==> config.mk <==
export PLATFORM = sky130hd
export DESIGN_NAME = frame_write_arbiter
export DESIGN_NICKNAME = d
export VERILOG_FILES = /design/src/rtl/frame_write_arbiter.sv
export SDC_FILE = /design/constraint.sdc
export NUM_CORES = 1
export LEC_CHECK = 0
export BUFFER_PORTS_ARGS = -buffer_cell sky130_fd_sc_hd__buf_2
export CORE_AREA = 8 8 96 98
export DETAILED_ROUTE_END_ITERATION = 8
export DIE_AREA = 0 0 104 106
export PLACE_DENSITY = 0.84
export SLEW_MARGIN = 20
export SYNTH_ARGS = -nofsm -noshare
export SYNTH_HDL_FRONTEND = slang
export SYNTH_SLANG_ARGS = --single-unit
==> constraint.sdc <==
create_clock -name clk -period 7.96 [get_ports clk]
set_input_delay 1.194 -clock clk [delete_from_list [all_inputs] [get_ports clk]]
set_output_delay 1.194 -clock clk [all_outputs]
set_load 0.03 [all_outputs]
==> src/rtl/frame_write_arbiter.sv <==
// frame_write_arbiter: grants each draw source in turn for one frame compose and
// pipelines its accepted pixels into linear framebuffer writes.
module frame_write_arbiter #(
    parameter int SOURCE_COUNT     = 3,
    parameter int SOURCE_SEL_ADDRW = 4,
    parameter int COLOR_DEPTH      = 9,
    parameter int FB_WIDTH         = 640,
    parameter int FB_HEIGHT        = 480,
    parameter int WAIT_TIMEOUT     = 16
) (
    input  logic                        clk,
    input  logic                        reset,
    input  logic                        frame_start,
    output logic [SOURCE_SEL_ADDRW-1:0] write_source_sel,
    output logic                        write_awaited,
    input  logic                        write_active,
    input  logic [COLOR_DEPTH-1:0]      write_color_data,
    input  logic                        write_transparent,
    input  logic [31:0]                 write_x_addr,
    input  logic [31:0]                 write_y_addr,
    output logic                        fb_we,
    output logic [18:0]                 fb_addr,
    output logic [COLOR_DEPTH-1:0]      fb_data,
    output logic                        busy,
    output logic                        frame_done,
    output logic                        timeout_err,
    output logic                        overrun_err
);
    typedef enum logic [2:0] {IDLE, GRANT, WAIT_ACTIVE, STREAM, NEXT, DONE} state_t;
    localparam logic [SOURCE_SEL_ADDRW-1:0] LAST_SEL = SOURCE_SEL_ADDRW'(SOURCE_COUNT - 1);

    state_t                      state_q, state_d;
    logic [SOURCE_SEL_ADDRW-1:0] sel_q, sel_d;
    logic [31:0]                 cnt_q, cnt_d;
    logic                        awaited_q, awaited_d, busy_q, busy_d, done_q, done_d;
    logic                        timeout_err_q, timeout_err_d, overrun_err_q, overrun_err_d;
    logic                        fb_we_q, fb_we_d;
    logic [18:0]                 fb_addr_q, fb_addr_d;
    logic [COLOR_DEPTH-1:0]      fb_data_q, fb_data_d;
    logic                        act, take, wr;

    // Anything other than a clean 1 on write_active means the bus is not ours to read.
    assign act  = (write_active === 1'b1);
    // A source's pixel is valid from its very first active cycle, including the one that ends WAIT_ACTIVE.
    assign take = act && (state_q == WAIT_ACTIVE || state_q == STREAM);
    assign wr   = take && !write_transparent && write_x_addr < 32'(FB_WIDTH) && write_y_addr < 32'(FB_HEIGHT);

    always_comb begin
        state_d       = state_q;
        sel_d         = sel_q;
        cnt_d         = cnt_q;
        timeout_err_d = timeout_err_q;
        overrun_err_d = overrun_err_q || (frame_start && state_q != IDLE);
        case (state_q)
            IDLE: if (frame_start) begin
                state_d = GRANT;
                sel_d   = '0;
            end
            GRANT: begin
                state_d = WAIT_ACTIVE;
                cnt_d   = '0;
            end
            // cnt counts cycles since the grant pulse minus one, so the error shows WAIT_TIMEOUT cycles after it.
            WAIT_ACTIVE: if (act) state_d = STREAM;
            else if (cnt_q == 32'(WAIT_TIMEOUT - 2)) begin
                state_d       = NEXT;
                timeout_err_d = 1'b1;
            end else cnt_d = cnt_q + 32'd1;
            STREAM: if (!act) state_d = NEXT;
            NEXT: if (sel_q == LAST_SEL) state_d = DONE;
            else begin
                state_d = GRANT;
                sel_d   = sel_q + 1'b1;
            end
            DONE: begin
                state_d = IDLE;
                sel_d   = '0;
            end
            default: state_d = IDLE;
        endcase
        awaited_d = (state_d == GRANT);
        busy_d    = (state_d != IDLE);
        done_d    = (state_d == DONE);
        fb_we_d   = wr;
        fb_addr_d = wr ? 19'(write_y_addr * 32'(FB_WIDTH) + write_x_addr) : fb_addr_q;
        fb_data_d = wr ? write_color_data : fb_data_q;
    end

    always_ff @(posedge clk) begin
        if (reset) begin
            state_q       <= IDLE;
            sel_q         <= '0;
            cnt_q         <= '0;
            awaited_q     <= 1'b0;
            busy_q        <= 1'b0;
            done_q        <= 1'b0;
            timeout_err_q <= 1'b0;
            overrun_err_q <= 1'b0;
            fb_we_q       <= 1'b0;
            fb_addr_q     <= '0;
            fb_data_q     <= '0;
        end else begin
            state_q       <= state_d;
            sel_q         <= sel_d;
            cnt_q         <= cnt_d;
            awaited_q     <= awaited_d;
            busy_q        <= busy_d;
            done_q        <= done_d;
            timeout_err_q <= timeout_err_d;
            overrun_err_q <= overrun_err_d;
            fb_we_q       <= fb_we_d;
            fb_addr_q     <= fb_addr_d;
            fb_data_q     <= fb_data_d;
        end
    end

    assign write_source_sel = sel_q;
    assign write_awaited    = awaited_q;
    assign busy             = busy_q;
    assign frame_done       = done_q;
    assign timeout_err      = timeout_err_q;
    assign overrun_err      = overrun_err_q;
    assign fb_we            = fb_we_q;
    assign fb_addr          = fb_addr_q;
    assign fb_data          = fb_data_q;
endmodule

; ---- Word-level counts from Yosys, hierarchy flattened
; Index checks and enable logic that the tools add are counted.
[totals]
input_bits = 78
word_cells = 60
output_inout_bits = 38
reg_bits = 73
[classes]
n_eq_ne = 14
reduce_logical = 16
order_cmp = 2
muxes = 12
addsub = 3
mul = 1
bitwise_logic = 1
[ops]
columns = op, n
row1 = 2-to-1 mux 32 bit, 2
row2 = one-hot mux 32 bit (2 select lines), 1
row3 = adder 32 x 1 -> 32 bit (second input constant), 1
row4 = equality test 32 x 4 -> 1 bit (second input constant), 1
row5 = less-than comparator 32 x 10 -> 1 bit (second input constant), 1
row6 = less-than comparator 32 x 9 -> 1 bit (second input constant), 1
row7 = multiplier 32 x 3 -> 12 bit (second input constant), 1
row8 = adder 19 bit, 1
row9 = 2-to-1 mux 3 bit, 5
row10 = one-hot mux 3 bit (5 select lines), 1
row11 = one-hot mux 4 bit (3 select lines), 1
row12 = equality test 3 bit (second input constant), 3
row13 = AND reduction 3 bit, 3
row14 = nonzero test 3 bit, 3
row15 = 2-to-1 mux 4 bit, 2
row16 = != test 2 bit (second input constant), 4
row17 = equality test 3 x 1 -> 1 bit (second input constant), 2
row18 = equality test 3 x 2 -> 1 bit (second input constant), 2
row19 = logical AND 1 bit, 5
row20 = adder 4 x 1 -> 4 bit (second input constant), 1
row21 = equality test 4 x 2 -> 1 bit (second input constant), 1
row22 = logical NOT 3 bit, 1
row23 = logical OR 1 bit, 2
row24 = nonzero test 2 bit, 1
row25 = 3 further kinds, 3

; ---- Longest topological paths before layout
[logic_depth]
ltp_word = 6
ltp_mapped = 15
depth_no_buf = 15

; ---- Least setup slack after synthesis
; OpenSTA, ideal clock, no wires.
[synth_path]
kind = input to register
from = input port write_y_addr[2]
to = register fb_addr_q[18], in the netlist fb_addr[18]
stages = 13
setup_ns = 0.120
required_ns = 7.840
path_buffers = 0
setup_slack_ns = 4.113
t_arrival_ns = 3.728
path_cell_list = ha_1 ha_1 a21o_1 a21oi_1 o21bai_1 a21oi_1 xnor2_1 ha_1 a21o_1 a41oi_1 o21ai_0 and3_1 o31a_1
[synth_between]
elab_chain_cells = 2
word_cells_on_any_way = 4
cone_classes = add/sub (1) / mul (1) / order compare (1) / reduce/logical (1)
[synth_rtl]
columns = element, line
row1 = from (decl), 20  ; input logic [31:0] write_y_addr,
row2 = multiplier 32 x 3 -> 12 bit / less-than comparator 32 x 9 -> 1 bit (equally long branches), "85, 46"
row3 = adder 19 bit / logical AND 1 bit (equally long branches), "85, 46"
row4 = to (signal assigned), 112  ; fb_addr_q <= fb_addr_d;
row5 = to (decl), 38  ; logic [18:0] fb_addr_q, fb_addr_d;
; Parallel ways exist; a longest one is shown, timed or not.
; A chain may end at the register's enable or synchronous reset.

; ---- Worst setup path in the final report
; Ends and elaborated chain as after synthesis.

==> results.cfg <==
[final_layout]
fillCellCount = 685
final_common_cell = buf_2
layout_common_cells = buf_2, dfxtp_1, nand2_1, nor2_1, a21oi_1
n_antenna_cell = 0
layout-drive-gt1-share = 0.217
fin_nets = 748
area_delta_synth_final_pct = 21.0
multi_input_area_mm2 = 0.00267
seqCellArea_mm2 = 0.00146

[timing]
setup_ws_ns = 4.02
rsz0062_at_grt = false
max_freq_mhz = 254
slew_violations = 0
post-route-min-period_ns = 3.94
setup_viol = 0
tightest_slew_ns = 0.969
min_period_over_period = 0.495
skew_ns = 0.00916
maxSlewHeadroom = 0.352
finalSetupTns_ns = 0
hold_viol = 0

[setup_path]
crit_fanout = 5
crit_top_cell = ha_1
reg2regPathDepth = 5
required_ns = 8.19
slowest_stage = ha_1
path_class = in2reg
slowest_delay_ns = 0.31
arrival_ns = 4.18
critPathLaunchType = primary input
crit_path_end_kind = register
cp_cell_sequence = buf_2, ha_1, ha_1, a21o_1, a21oi_1, o21bai_1, a21oi_1, xnor2_1, ha_1, a21o_1, a41oi_1, o21ai_0, and3_1, o31a_1

[grt]
grt_max_degree = 37
grt_first_pass_wirelength_um = 19100
antenna_found_initial = 0
grt_pass1_vias = 4374
grt.overflow.total = 0
track_usage = 0.203

[pwr]
powerDensity_mw_per_mm2 = 176
power.total_w = 0.000912
ir_drop_uv = 149
p_leak_nw = 2.10

[floorplan]
rows = 33
die_x_um = 104
die-area_mm2 = 0.0110
die_h_um = 106
core_mm2 = 0.00785
start_util = 0.547
io_pins = 116

[logic_synthesis]
syn-num-nets = 639
yosysUniqueCellTypes = 54
ys.flop_type = dfxtp_1
ys.warnings.count = 0
netlist_area_mm2 = 0.00429
synthCells = 527
async_flop_share = 0
synth_edf_count = 0
ys_seq_elements = 73
avgSynthCellArea_um2 = 8.14
yosysSeqAreaShare = 0.341

[clock_network]
cts_inserted_buffers = 9
cts_buffer_depth = 2
cts_tree = done
root_buffer = clkbuf_8
clk-insertion-delay-late_ns = 0.35
cts.sinks = 73
clkTransAtPathRegs_ns = 0.08
hold_buffers = 0
cts_max_level = 3
cts_resized = 0
postCtsSetupRepairBufs = 0

[drt]
drc = 0
wirelength_um = 11100
drt_iter0_drc = 278
drt-vias-per-instance = 5.69
drtAntennaViolNets = 0
vias = 4245
first_pass_iters = 4
post_drt_wl_per_cell_um = 14.8

[placed_design]
dp_worst_setup_slack_ns = 3.70
hpwlAfterDp_um = 8600
portBuffers = 115
gp_congestion = 0.863

[worst_hold_path]
whs_path_depth = 2
hold_path_class = reg2reg

[flow_run]
cap_violations = 0

[status]
outcome = complete, no violations
-- where the power goes --
group | internal (W) | switching [W]
Sequential | 0.000369 | 0.00000416
Combinational | 0.0000820 | 0.000109
Clock | 0.000216 | 0.000131
Total | 0.000667 | 0.000244
-- worst max-delay path: cells and delay by family --
kind                     cells  cell delay [ns]
buffers and inverters        1             0.11
adder cells (fa/ha/maj)      3             0.91
AND/OR/NAND/NOR              1             0.20
AO/OA/AOI/OAI                8             1.59
XOR/XNOR                     1             0.15
-- logic make-up (layout without fill, tap and decap cells) --
family | Yosys count | in the layout | synth area share
buffers and inverters | 43 | 157 | 0.0382
adders and majority gates | 34 | 34 | 0.103
and+or+nand+nor | 223 | 223 | 0.271
xor gates and xnor gates | 36 | 36 | 0.0735
muxes | 1 | 1 | 0.00233
AOI/OAI and AO/OA | 117 | 117 | 0.172
DFF | 73 | 73 | 0.341
-- cell type report --
cell class / instances / share of cell area
Clock buffer: 11 / 0.0272
Clock inverter: 5 / 0.0198
Inverter: 24 / 0.0174
Multi-Input combinational cell: 411 / 0.515
Sequential cell: 73 / 0.282
Tap cell: 105 / 0.0253
Timing Repair Buffer: 117 / 0.114
-- metrics by stage --
step / hold WS [ns] / std cells / util / instance area (um^2)
after global placement: 0.434 / 730 / 0.630 / 4950
after CTS: 0.452 / 746 / 0.662 / 5190
after global routing: 0.475 / 746 / 0.662 / 5190
after detailed placement: 0.443 / 730 / 0.630 / 4950
after floorplan: 0.467 / 527 / - / 4290
final: 0.448 / 746 / 0.662 / 5190
-- path summary, 6_finish.rpt --
path | startpoint | to | slack (ns)
worst max-delay path | write_y_addr[2] | fb_addr[18] | 4.02
worst min-delay path | fb_data[6] | fb_data[6] | 0.45
worst min register to register | fb_data[6] | fb_data[6] | 0.45
worst max register to register | state_q[1] | cnt_q[17] | 5.11
-- cells in the mapped netlist, drive strengths merged (5+ instances only) --
cell | count | area [um^2]
a2111oi | 7 | 63.8
a211oi | 14 | 105
a21o | 6 | 45.0
a21oi | 47 | 235
and3 | 5 | 31.3
and4 | 6 | 52.6
clkbuf | 15 | 56.3
dfxtp | 73 | 1460
ha | 32 | 400
inv | 24 | 90.1
nand2 | 64 | 240
nand3 | 16 | 80.1
nand4 | 16 | 100
nor2 | 48 | 180
nor3 | 6 | 30.0
nor4 | 28 | 203
o21ai | 19 | 95.1
or3 | 11 | 68.8
xnor2 | 32 | 280
-- registers in the layout, indices dropped and copies added, names as in the netlist --
signal            cells
frame_done            1
state_q               3
timeout_err           1
fb_addr              19
cnt_q                32
busy                  1
fb_we                 1
write_source_sel      4
fb_data               9
write_awaited         1
overrun_err           1
-- metal layers --
layer	GRT usage	part of all wire
met1	0.215	0.41
met4	0.0693	0.018
met3	0.101	0.099
met5	0	0
met2	0.344	0.47
Note: power is estimated with default switching activity, not from simulation.
